===== src/rtl/npc_pkg.sv =====
// npc_pkg: shared definitions for the NPC core writeback path.
//   - default register-index and data widths
//   - RV32 load funct3 encodings used by the load extender
package npc_pkg;

  localparam int NPC_ADDR_WIDTH = 5;
  localparam int NPC_DATA_WIDTH = 32;
  localparam int NPC_CNT_WIDTH  = 64;

  localparam logic [2:0] LB  = 3'b000;
  localparam logic [2:0] LH  = 3'b001;
  localparam logic [2:0] LW  = 3'b010;
  localparam logic [2:0] LBU = 3'b100;
  localparam logic [2:0] LHU = 3'b101;

endpackage


===== src/rtl/load_ext.sv =====
// load_ext: combinational RV32 load extender.
// Ports:
//   rdata    in  32  raw aligned memory word
//   funct3   in  3   load type
//   offset   in  2   byte address bits [1:0]
//   data     out 32  extended load value (raw word when misaligned/illegal)
//   misalign out 1   misaligned access or illegal funct3
module load_ext
  import npc_pkg::*;
(
  input  logic [31:0] rdata,
  input  logic [2:0]  funct3,
  input  logic [1:0]  offset,
  output logic [31:0] data,
  output logic        misalign
);

  logic [7:0]  byte_s;
  logic [15:0] half_s;

  // Pick the addressed byte and halfword out of the aligned word.
  always_comb begin
    byte_s = 8'h00;
    case (offset)
      2'd0:    byte_s = rdata[7:0];
      2'd1:    byte_s = rdata[15:8];
      2'd2:    byte_s = rdata[23:16];
      2'd3:    byte_s = rdata[31:24];
      default: byte_s = rdata[7:0];
    endcase
    if (offset[1]) begin
      half_s = rdata[31:16];
    end else begin
      half_s = rdata[15:0];
    end
  end

  // Extend by load type; a bad alignment or unknown funct3 passes the raw word through.
  always_comb begin
    data     = rdata;
    misalign = 1'b0;
    case (funct3)
      LB:  data = {{24{byte_s[7]}}, byte_s};
      LBU: data = {24'h000000, byte_s};
      LH: begin
        if (offset[0]) begin
          misalign = 1'b1;
        end else begin
          data = {{16{half_s[15]}}, half_s};
        end
      end
      LHU: begin
        if (offset[0]) begin
          misalign = 1'b1;
        end else begin
          data = {16'h0000, half_s};
        end
      end
      LW:      misalign = (offset != 2'b00);
      default: misalign = 1'b1;
    endcase
  end

endmodule


===== src/rtl/wb_stage.sv =====
// wb_stage: writeback stage of the NPC single-issue core.
// Arbitrates ALU and LSU results (LSU has fixed priority), extends load data,
// registers one register-file write per accepted result and counts retirements.
// Ports:
//   clk, rst_n                    clock, async active-low reset
//   alu_valid/ready/rd/data       ALU result channel
//   lsu_valid/ready/rd/rdata/
//   lsu_funct3/lsu_offset         LSU completion channel (rd=0 means store)
//   wb_stall                      blocks new acceptance
//   rf_wen/rf_waddr/rf_wdata      registered register-file write
//   instret                       retired-instruction counter
//   wb_misalign                   pulse alongside a misaligned/illegal load write
module wb_stage
  import npc_pkg::*;
#(
  parameter int ADDR_WIDTH = NPC_ADDR_WIDTH,
  parameter int DATA_WIDTH = NPC_DATA_WIDTH,
  parameter int CNT_WIDTH  = NPC_CNT_WIDTH
) (
  input  logic                  clk,
  input  logic                  rst_n,
  input  logic                  alu_valid,
  output logic                  alu_ready,
  input  logic [ADDR_WIDTH-1:0] alu_rd,
  input  logic [DATA_WIDTH-1:0] alu_data,
  input  logic                  lsu_valid,
  output logic                  lsu_ready,
  input  logic [ADDR_WIDTH-1:0] lsu_rd,
  input  logic [DATA_WIDTH-1:0] lsu_rdata,
  input  logic [2:0]            lsu_funct3,
  input  logic [1:0]            lsu_offset,
  input  logic                  wb_stall,
  output logic                  rf_wen,
  output logic [ADDR_WIDTH-1:0] rf_waddr,
  output logic [DATA_WIDTH-1:0] rf_wdata,
  output logic [CNT_WIDTH-1:0]  instret,
  output logic                  wb_misalign
);

  logic                  lsu_acc_s;
  logic                  alu_acc_s;
  logic                  acc_s;
  logic [ADDR_WIDTH-1:0] rd_s;
  logic [DATA_WIDTH-1:0] data_s;
  logic                  mis_s;
  logic [DATA_WIDTH-1:0] ext_data_s;
  logic                  ext_mis_s;

  logic                  wen_r;
  logic [ADDR_WIDTH-1:0] waddr_r;
  logic [DATA_WIDTH-1:0] wdata_r;
  logic [CNT_WIDTH-1:0]  instret_r;
  logic                  mis_r;

  load_ext u_load_ext (
    .rdata    (lsu_rdata),
    .funct3   (lsu_funct3),
    .offset   (lsu_offset),
    .data     (ext_data_s),
    .misalign (ext_mis_s)
  );

  // ALU is held off whenever the LSU presents, so at most one channel accepts.
  assign lsu_ready = rst_n & ~wb_stall;
  assign alu_ready = rst_n & ~wb_stall & ~lsu_valid;
  assign lsu_acc_s = lsu_valid & lsu_ready;
  assign alu_acc_s = alu_valid & alu_ready;
  assign acc_s     = lsu_acc_s | alu_acc_s;

  // Select the accepted result; stores (rd=0) never flag misalignment.
  always_comb begin
    rd_s   = alu_rd;
    data_s = alu_data;
    mis_s  = 1'b0;
    if (lsu_acc_s) begin
      rd_s   = lsu_rd;
      data_s = ext_data_s;
      mis_s  = ext_mis_s & (lsu_rd != {ADDR_WIDTH{1'b0}});
    end else begin
      rd_s   = alu_rd;
      data_s = alu_data;
      mis_s  = 1'b0;
    end
  end

  // Output register and retirement counter; address/data hold when idle.
  always_ff @(posedge clk or negedge rst_n) begin
    if (!rst_n) begin
      wen_r     <= 1'b0;
      waddr_r   <= {ADDR_WIDTH{1'b0}};
      wdata_r   <= {DATA_WIDTH{1'b0}};
      instret_r <= {CNT_WIDTH{1'b0}};
      mis_r     <= 1'b0;
    end else if (acc_s) begin
      wen_r     <= (rd_s != {ADDR_WIDTH{1'b0}});
      waddr_r   <= rd_s;
      wdata_r   <= data_s;
      instret_r <= instret_r + {{(CNT_WIDTH-1){1'b0}}, 1'b1};
      mis_r     <= mis_s;
    end else begin
      wen_r     <= 1'b0;
      mis_r     <= 1'b0;
    end
  end

  assign rf_wen      = wen_r;
  assign rf_waddr    = waddr_r;
  assign rf_wdata    = wdata_r;
  assign instret     = instret_r;
  assign wb_misalign = mis_r;

endmodule

===== config.mk =====
export PLATFORM = sky130hd
export DESIGN_NAME = wb_stage
export DESIGN_NICKNAME = d
export VERILOG_FILES = /design/src/rtl/npc_pkg.sv /design/src/rtl/load_ext.sv /design/src/rtl/wb_stage.sv
export SDC_FILE = /design/constraint.sdc
export NUM_CORES = 1
export LEC_CHECK = 0
export CELL_PAD_IN_SITES_DETAIL_PLACEMENT = 0
export CELL_PAD_IN_SITES_GLOBAL_PLACEMENT = 1
export CORE_ASPECT_RATIO = 1.4
export CORE_MARGIN = 5
export CORE_UTILIZATION = 30
export DETAILED_ROUTE_END_ITERATION = 10
export GPL_ROUTABILITY_DRIVEN = 0
export HOLD_SLACK_MARGIN = 0.08
export PLACE_DENSITY_LB_ADDON = 0.1
export REMOVE_ABC_BUFFERS = 1
export SYNTH_ARGS = -nofsm -noshare
export SYNTH_HDL_FRONTEND = slang
export SYNTH_HIERARCHICAL = 1
export SYNTH_SLANG_ARGS = --single-unit
export TNS_END_PERCENT = 30

===== constraint.sdc =====
create_clock -name clk -period 1.8 [get_ports clk]
set_input_delay 0.54 -clock clk [delete_from_list [all_inputs] [get_ports clk]]
set_output_delay 0.54 -clock clk [all_outputs]
set_load 0.01 [all_outputs]

==> run metrics, run 1 <==
Post-Syn Instances=603; synth warn=6; final slew viol count=0; # clock sinks=103; FF+latch area=2580 um^2; Die Span X=126 um; Final ANT Viol Nets=0; Clock Tree Buf Depth=2; RR Startpoint=instret[0]; Post-Syn Area=5670 um^2; first-pass GRT wire length=35400 um; antenna cell count=0; clk_skew=0.00692 ns; count of final hold-check violations=0; Die Span Y=173 um; unrepaired setup endpoints after global routing=yes; Async S/R FF share, synth=1.00; Syn-to-layout area delta=70.2%; clock power share=0.303; layout cells sized above 1=0.282; Critical Path Source=instret[0]; CP max-delay cell=or4_4; relative slew slack=0.438; number of flops mapped to enable cells by yosys=0; Filler Cell Count=1819; total CTS buffers=9; Max FO, Critical Path=4; area of the multi-input gates=3290 um^2; IO Count=189; GRT overflow=0; Comb power frac=0.276; Max VDD drop=0.000349 V; Tot Pwr=0.00649 W; Avg Inst Size Synth=9.41 um^2; Post-CTS Hold Fix Bufs=0; P_sw=0.00200 W; Core Region=18600 um^2; status=finished with violations; Clk Latency, worst-skew pair=0.36 ns; Setup crit start kind=flip-flop; max incr delay on CP=0.59 ns; Critical Path Sink Type=flip-flop; Worst-Margin Slew=0.844 ns; CP Class=reg2reg; r2r setup slk=-0.04 ns; maxcap violations=0; clk root buf=clkbuf_16; Min-Delay Path Class=in2async; pin count of the biggest net entering global routing=65; worst path cell trace=ha_2 > and3_4 > nand3_4 > or4_4 > nor4_4 > xor2_1; Cell Pwr Density=672 nW/um^2; Layout Nets=1011; initial core utilization=0.305; vias in the first global route=6606; Seq pwr share=0.421; port buffer count=188; Area after DPL=8850 um^2; endpoints failing setup=5; final routed DRC violation total=0; post-route design area=9650 um^2; post-detail-place hpwl=16300 um; min Tclk post-route=1.84 ns; 1st-pass router iterations=4; Tot GR Track Use=0.202; post-synthesis register bit count=103; sequential area share after synthesis=0.454; Routed wire per std cell=19.0 um; CTS tree=done; H-tree Lvls=3; failing checks=negative setup slack; Util after Layout=0.519; Critical Path RT=2.08 ns; initial antenna violation count=0; Netlist cell types=46; WP data arrival=2.12 ns; placed cells=1141; final std cells w/o fill=1175; First DRT Iteration DRCs=332; fin crit share=1.02; ys flop type=dfrtp_1; leakage power=4.69 nW; vias per cell=5.19; via count=6100; Max Fclk=543 MHz; Reg clk slew, reported paths=0.08 ns; switch share=0.307; internal power=0.00449 W; Min Hold Slack=0.383 ns; FP Rows=59; final wirelength=22300 um; die footprint=21800 um^2; min setup slack post-route=-0.0402 ns
-- synth_stat cells (2+ instances only) --
cell | number | area [um^2]
buf_2 | 8 | 40.0
xor2_1 | 33 | 289
nor4_2 | 4 | 50.1
nor3b_1 | 3 | 22.5
o211ai_1 | 7 | 52.6
nand4_1 | 16 | 100
nand2b_1 | 6 | 37.5
nor4_1 | 13 | 81.3
o2bb2ai_1 | 6 | 52.6
nand2_1 | 59 | 221
a221oi_1 | 6 | 52.6
o221a_2 | 2 | 22.5
or4_1 | 2 | 15.0
nor3_1 | 20 | 100
dfrtp_1 | 103 | 2580
and3_1 | 5 | 31.3
o22ai_1 | 73 | 457
inv_2 | 2 | 7.51
xnor2_1 | 30 | 263
and4_1 | 5 | 43.8
nand3_1 | 36 | 180
o21ai_0 | 3 | 15.0
a21oi_1 | 41 | 205
clkbuf_1 | 24 | 90.1
a22oi_1 | 7 | 52.6
nand3_2 | 12 | 120
o32ai_1 | 6 | 52.6
or2_2 | 3 | 18.8
nor2_1 | 35 | 131
mux2i_1 | 7 | 70.1
inv_1 | 11 | 41.3
-- metrics by stage --
step / setup TNS, ns / setup WS (ns)
after floorplan: -34.92 / -0.647
after detailed placement: -51.17 / -0.738
after global placement: -48.91 / -0.706
final: -0.0851 / -0.0402
after global routing: -1.57 / -0.140
after CTS: -0.295 / -0.0558
-- registers in the layout (all words and copies together), names as in the netlist --
name	cells
instret	64
rf_waddr	5
rf_wdata	32
rf_wen	1
wb_misalign	1
-- placed cells by master, fill, tap and decap left out, drive strengths merged, types with 7 or more instances in the layout --
cell           instances
dlygate4sd2          103
nand2b                 7
dfrtp                103
a21oi                 41
nand3                 48
a22oi                  7
buf                  165
mux2i                  7
clkbuf                12
clkdlybuf4s50         71
xnor2                 30
o22ai                 73
nor4                  18
o211ai                 7
inv                   14
nand4                 17
xor2                  33
nand2                 59
nor3                  20
nor2                  35
-- worst paths after layout --
| path | endpoint | depth (start not counted) |
|---|---|---|
| worst max-delay path | instret[48] | 6 |
| worst min-delay path | rf_waddr[0] | 3 |
| worst max register to register | instret[48] | 6 |
| worst min register to register | instret[56] | 1 |
| max in group asynchronous | instret[43] | 3 |
| min in group clk | instret[56] | 1 |
-- layout make-up --
| cell class | instances | share of cell area |
|---|---|---|
| Multi-Input combinational cell | 453 | 0.341 |
| Timing Repair Buffer | 346 | 0.325 |
| Sequential cell | 103 | 0.267 |
| Tap cell | 244 | 0.0316 |
| Clock buffer | 11 | 0.0251 |
| Inverter | 13 | 0.00557 |
| Clock inverter | 5 | 0.00441 |
-- logic make-up after synthesis --
logic type                 share of synthesized area
and+or+nand+nor                                0.219
muxes                                         0.0183
AOI/OAI and AO/OA                              0.174
DFF                                            0.454
adders and majority gates                    0.00221
xor gates and xnor gates                      0.0973
buffers and inverters                         0.0349
-- power by group through the flow --
stage	Clock [W]	Sequential [W]	Combinational, W
after floorplan	0	0.00288	0.000525
after global placement	0	0.00278	0.00184
after detailed placement	0	0.00279	0.00187
after CTS	0.00201	0.00273	0.00180
after global routing	0.00208	0.00276	0.00195
final	0.00197	0.00273	0.00179
-- timing repair --
action                     in CTS  in global routing
gates resized for setup       183                 43
setup endpoints to repair     183                 78
setup buffers                   8                  8
pin swaps                      15                 16
gates cloned                    4                  0
-- worst max-delay path, delay by kind of cell (launching register included) --
family,cells,cell delay [ns]
simple gates,4,1.03
flops,1,0.36
xor+xnor,1,0.17
fa+ha+maj,1,0.20
-- layer usage --
| metal | track usage | wire, um | vias up |
|---|---|---|---|
| li1 | - | - | 2891 |
| met1 | 0.231 | 8840 | 2983 |
| met2 | 0.373 | 12000 | 190 |
| met3 | 0.0410 | 1050 | 36 |
| met4 | 0.0622 | 466 | 0 |
| met5 | 0 | 0 | - |
No activity file was read; power rests on OpenSTA's default activity.
==> run 2: changes to the inputs <==
--- a/config.mk
+++ b/config.mk
@@ -8,10 +8,11 @@
 export CELL_PAD_IN_SITES_DETAIL_PLACEMENT = 0
 export CELL_PAD_IN_SITES_GLOBAL_PLACEMENT = 1
 export CORE_ASPECT_RATIO = 1.4
-export CORE_MARGIN = 5
+export CORE_MARGIN = 2
 export CORE_UTILIZATION = 30
 export DETAILED_ROUTE_END_ITERATION = 10
 export GPL_ROUTABILITY_DRIVEN = 0
+export GPL_TIMING_DRIVEN = 0
 export HOLD_SLACK_MARGIN = 0.08
 export PLACE_DENSITY_LB_ADDON = 0.1
 export REMOVE_ABC_BUFFERS = 1
==> constraint.sdc (replaced) <==
create_clock -name clk -period 2.1 [get_ports clk]
set_input_delay 0.63 -clock clk [delete_from_list [all_inputs] [get_ports clk]]
set_output_delay 0.63 -clock clk [all_outputs]
set_load 0.01 [all_outputs]
==> run metrics, run 2 (same netlist as run 1, synthesis figures left out) <==
most frequent cells in the layout=clkdlybuf4s50_1 (178), dfrtp_1 (99), o22ai_1 (73); initial antenna violation count=0; via count=5635; IO Count=189; Syn-to-layout area delta=53.4%; Final ANT Viol Nets=0; P_sw=0.00168 W; Largest register FFs=64; Die Span X=120 um; Comb power frac=0.258; Max FO, Critical Path=12; GRT overflow=0; Tot GR Track Use=0.200; # clock sinks=103; Max Fclk=486 MHz; antenna cell count=0; post-detail-place hpwl=13900 um; clk_skew=0.00804 ns; maxcap violations=0; H-tree Lvls=3; CP Class=in2reg; relative slew slack=0.502; Reg clk slew, reported paths=0.08 ns; WP data arrival=2.27 ns; Min-Delay Path Class=in2async; status=complete, no violations; Layout Nets=887; clock power share=0.321; unrepaired setup endpoints after global routing=yes; max incr delay on CP=0.62 ns; pre-CTS setup slack=-1.81 ns; Routed wire per std cell=19.8 um; initial core utilization=0.306; leakage power=3.67 nW; die footprint=20000 um^2; layout cells sized above 1=0.155; Max VDD drop=0.000509 V; port buffer count=188; final slew viol count=0; FP Rows=59; First DRT Iteration DRCs=260; Clk Latency, worst-skew pair=0.36 ns; Core Region=18500 um^2; final routed DRC violation total=0; fin crit share=0.980; Critical Path Sink Type=flip-flop; internal power=0.00393 W; placed cells=1005; CP max-delay cell=mux4_2; CTS tree=done; vias in the first global route=5685; total CTS buffers=9; Die Span Y=167 um; pin count of the biggest net entering global routing=55; Min Hold Slack=0.102 ns; clk root buf=clkbuf_16; min Tclk post-route=2.06 ns; 1st-pass router iterations=4; crit path buf inv count=1; min setup slack post-route=0.0420 ns; final std cells w/o fill=1051; commonest non-fill, non-tap cell in the layout=clkdlybuf4s50_1; final wirelength=20800 um; kind of cell adding the most delay to the critical path=multiplexers; vias per cell=5.36; Critical Path RT=2.31 ns; Seq pwr share=0.422; Setup crit start kind=primary input; endpoints failing setup=0; Worst-Margin Slew=0.745 ns; switch share=0.299; worst path cell trace=clkdlybuf4s50_1 > mux4_2 > nand2_4 > nand3_1 > o22ai_1 > a21oi_1; first-pass GRT wire length=31900 um; Clock Tree Buf Depth=2; count of final hold-check violations=0; Cell Pwr Density=645 nW/um^2
run 2: changes by cell type in the layout (fill, tap and decap cells not counted), moves of 4 or more:
cell | previous run | this run
buf_12 | 9 | 2
buf_4 | 138 | 24
buf_6 | 12 | 2
clkdlybuf4s50_1 | 71 | 178
dlygate4sd2_1 | 103 | 2
nor3_1 | 8 | 17
nor3_2 | 7 | 3
nor3_4 | 5 | 0
run 2: final timing paths:
path | endpoint | cells after the start | start | slack (ns)
hold / removal | instret[16] | 1 | rst_n | 0.10
hold reg to reg | instret[63] | 1 | instret[63] | 0.47
min in group clk | instret[63] | 1 | instret[63] | 0.47
max in group asynchronous | rf_wdata[3] | 2 | rst_n | 1.49
setup / recovery | rf_wdata[23] | 6 | lsu_rdata[31] | 0.04
setup reg to reg | instret[44] | 5 | instret[11] | 0.08
run 2: worst register-to-register path, delay by kind of cell, from the launching register on:
family,cells,cell delay [ns]
XOR/XNOR,1,0.16
AND/OR/NAND/NOR,4,1.35
flip-flops,1,0.44
run 2: cell type report:
class / instances / area [um^2]
clock buffer: 10 / 229
clock inverter: 6 / 77.6
fill: 1807 / 9830
inverter: 13 / 65.1
multi-input combinational: 454 / 3200
sequential: 103 / 2580
tap: 244 / 305
timing repair buffer: 219 / 2220
timing repair inverter: 2 / 17.5
run 2: per-layer routing:
layer	GRT usage	wire length (um)	vias up
met5	0	0	-
met3	0.0455	1390	23
li1	-	-	2654
met1	0.243	8440	2765
met4	0.0670	377	0
met2	0.346	10600	193
run 2: metrics by stage:
step,power (W),setup TNS [ns],instance area (um^2),utilization
after floorplan,0.00292,-16.18,5520,-
after global placement,0.00371,-945.47,7710,0.416
after detailed placement,0.00375,-122.51,7790,0.420
after CTS,0.00563,-0.0324,8440,0.455
after global routing,0.00587,-0.0154,8700,0.470
final,0.00561,0,8700,0.470
run 2: power by group through the flow:
stage	clock (W)	sequential [W]	combinational, W
4_1_cts	0.00187	0.00237	0.00140
3_5_place_dp	0	0.00241	0.00134
5_1_grt	0.00192	0.00239	0.00156
2_1_floorplan	0	0.00247	0.000450
6_report	0.00180	0.00237	0.00145
3_3_place_gp	0	0.00240	0.00131
run 2: repair_timing:
item | CTS | global route
setup endpoints to repair | 97 | 49
hold buffers | 0 | 0
gates cloned | 2 | 2
pin swaps | 8 | 7
buffers inserted | 14 | 12
gates resized for setup | 64 | 31
==> run 3: changes to the inputs <==
--- a/config.mk
+++ b/config.mk
@@ -15,6 +15,7 @@
 export GPL_TIMING_DRIVEN = 0
 export HOLD_SLACK_MARGIN = 0.08
 export PLACE_DENSITY_LB_ADDON = 0.1
+export RECOVER_POWER = 100
 export REMOVE_ABC_BUFFERS = 1
 export SYNTH_ARGS = -nofsm -noshare
 export SYNTH_HDL_FRONTEND = slang
==> run metrics, run 3 (same netlist as run 1, synthesis figures left out) <==
status=complete, no violations; Critical Path RT=2.31 ns; leakage power=3.63 nW; port buffer count=188; fin crit share=0.979; die footprint=20000 um^2; Clock Tree Buf Depth=2; count of final hold-check violations=0; kind of cell adding the most delay to the critical path=multiplexers; WP data arrival=2.27 ns; post-route design area=8640 um^2; most frequent cells in the layout=clkdlybuf4s50_1 (174), dfrtp_1 (99), o22ai_1 (73); Worst-Margin Slew=1.49 ns; first-pass GRT wire length=31900 um; max incr delay on CP=0.62 ns; total CTS buffers=9; Max VDD drop=0.000509 V; Final ANT Viol Nets=0; Post-CTS Hold Fix Bufs=0; clk root buf=clkbuf_16; Setup TNS=0 ns; vias per cell=5.35; maxcap violations=0; Setup crit start kind=primary input; Clk Latency, worst-skew pair=0.36 ns; IO Count=189; Largest register FFs=64; Routed wire per std cell=19.8 um; Cell Pwr Density=648 nW/um^2; antenna cell count=0; Tot Pwr=0.00560 W; crit path buf inv count=1; GRT overflow=0; Min-Delay Path Class=in2async; Syn-to-layout area delta=52.3%; layout cells sized above 1=0.149; initial antenna violation count=0; pin count of the biggest net entering global routing=55; Tot GR Track Use=0.200; Area after DPL=7790 um^2; final slew viol count=0; Max FO, Critical Path=12; Die Span X=120 um; final wirelength=20800 um; CP Class=in2reg; final routed DRC violation total=0; CP max-delay cell=mux4_2; Critical Path Sink Type=flip-flop; H-tree Lvls=3; clk_skew=0.00793 ns; Die Span Y=167 um; post-detail-place hpwl=13900 um; 1st-pass router iterations=4; vias in the first global route=5685; # clock sinks=103; Max Fclk=486 MHz; CTS tree=done; min Tclk post-route=2.06 ns; Layout Nets=887; via count=5621; Core Region=18500 um^2; endpoints failing setup=0; worst path cell trace=clkdlybuf4s50_1 > mux4_2 > nand2_4 > nand3_1 > o22ai_1 > a21oi_1; relative slew slack=0.00853; FP Rows=59; commonest non-fill, non-tap cell in the layout=clkdlybuf4s50_1; First DRT Iteration DRCs=280; initial core utilization=0.306; unrepaired setup endpoints after global routing=yes; Reg clk slew, reported paths=0.08 ns
## run 3: cell count changes in the layout (fill, tap and decap cells not counted), sizes merged
cell / change
buf: -6
clkbuf: +6
clkdlybuf4s50: -4
dlygate4sd3: +4
clkinvlp: +1
inv: -1
## run 3: path summary, 6_finish.rpt
| check | start | to | slack, ns | cells past startpoint |
|---|---|---|---|---|
| max | lsu_rdata[31] | rf_wdata[23] | 0.04 | 6 |
| min | rst_n | instret[16] | 0.09 | 1 |
| max reg2reg | instret[11] | instret[44] | 0.08 | 5 |
| min reg2reg | instret[63] | instret[63] | 0.47 | 1 |
| max in group asynchronous | rst_n | rf_wdata[3] | 0.36 | 2 |
| min in group clk | instret[63] | instret[63] | 0.47 | 1 |
## run 3: per-layer routing
metal  wire (um)  global-route usage  vias to the layer above
li1            -                   -                     2657
met1        8500               0.243                     2760
met2       10600               0.346                      180
met3        1280              0.0455                       24
met4         389              0.0670                        0
met5           0                   0                        -
## run 3: cell type report
type,instances,area [um^2]
fillers,1819,9890
repair inverters,2,16.3
inverters,13,65.1
flip-flops and latches,103,2580
clock inverters,6,77.6
multi-input cells,454,3200
well taps,244,305
repair buffers,219,2160
clock buffers,10,229
## run 3: where the power goes
part	internal (W)	switching [W]	leakage [nW]
Sequential	0.00218	0.000186	1.31
Clock	0.000949	0.000854	0.147
Combinational	0.000791	0.000640	2.18
## run 3: stage by stage
stage                     hold slack [ns]  instances  worst slack [ns]   util
after floorplan                     0.334        569            -0.437      -
after global placement              0.459       1001             -5.82  0.416
after detailed placement            0.462       1005             -1.81  0.420
after CTS                           0.119       1037           -0.0158  0.455
after global routing               0.0897       1051           -0.0152  0.466
final                              0.0922       1051            0.0435  0.466
## run 3: timing repair
action                                  4_1_cts  5_1_grt
gates resized for setup                      64       31
gates cloned                                  2        2
pin swaps                                     8        7
endpoints found under the setup margin       97       49
buffers inserted                             14       12
## run 3: worst register-to-register path, cell delays in order, from the launching register on
cell and delay (ns):
dfrtp_2 0.44, and4_4 0.26, nand3_2 0.15, or4_4 0.63, nor4_4 0.31, xor2_1 0.16
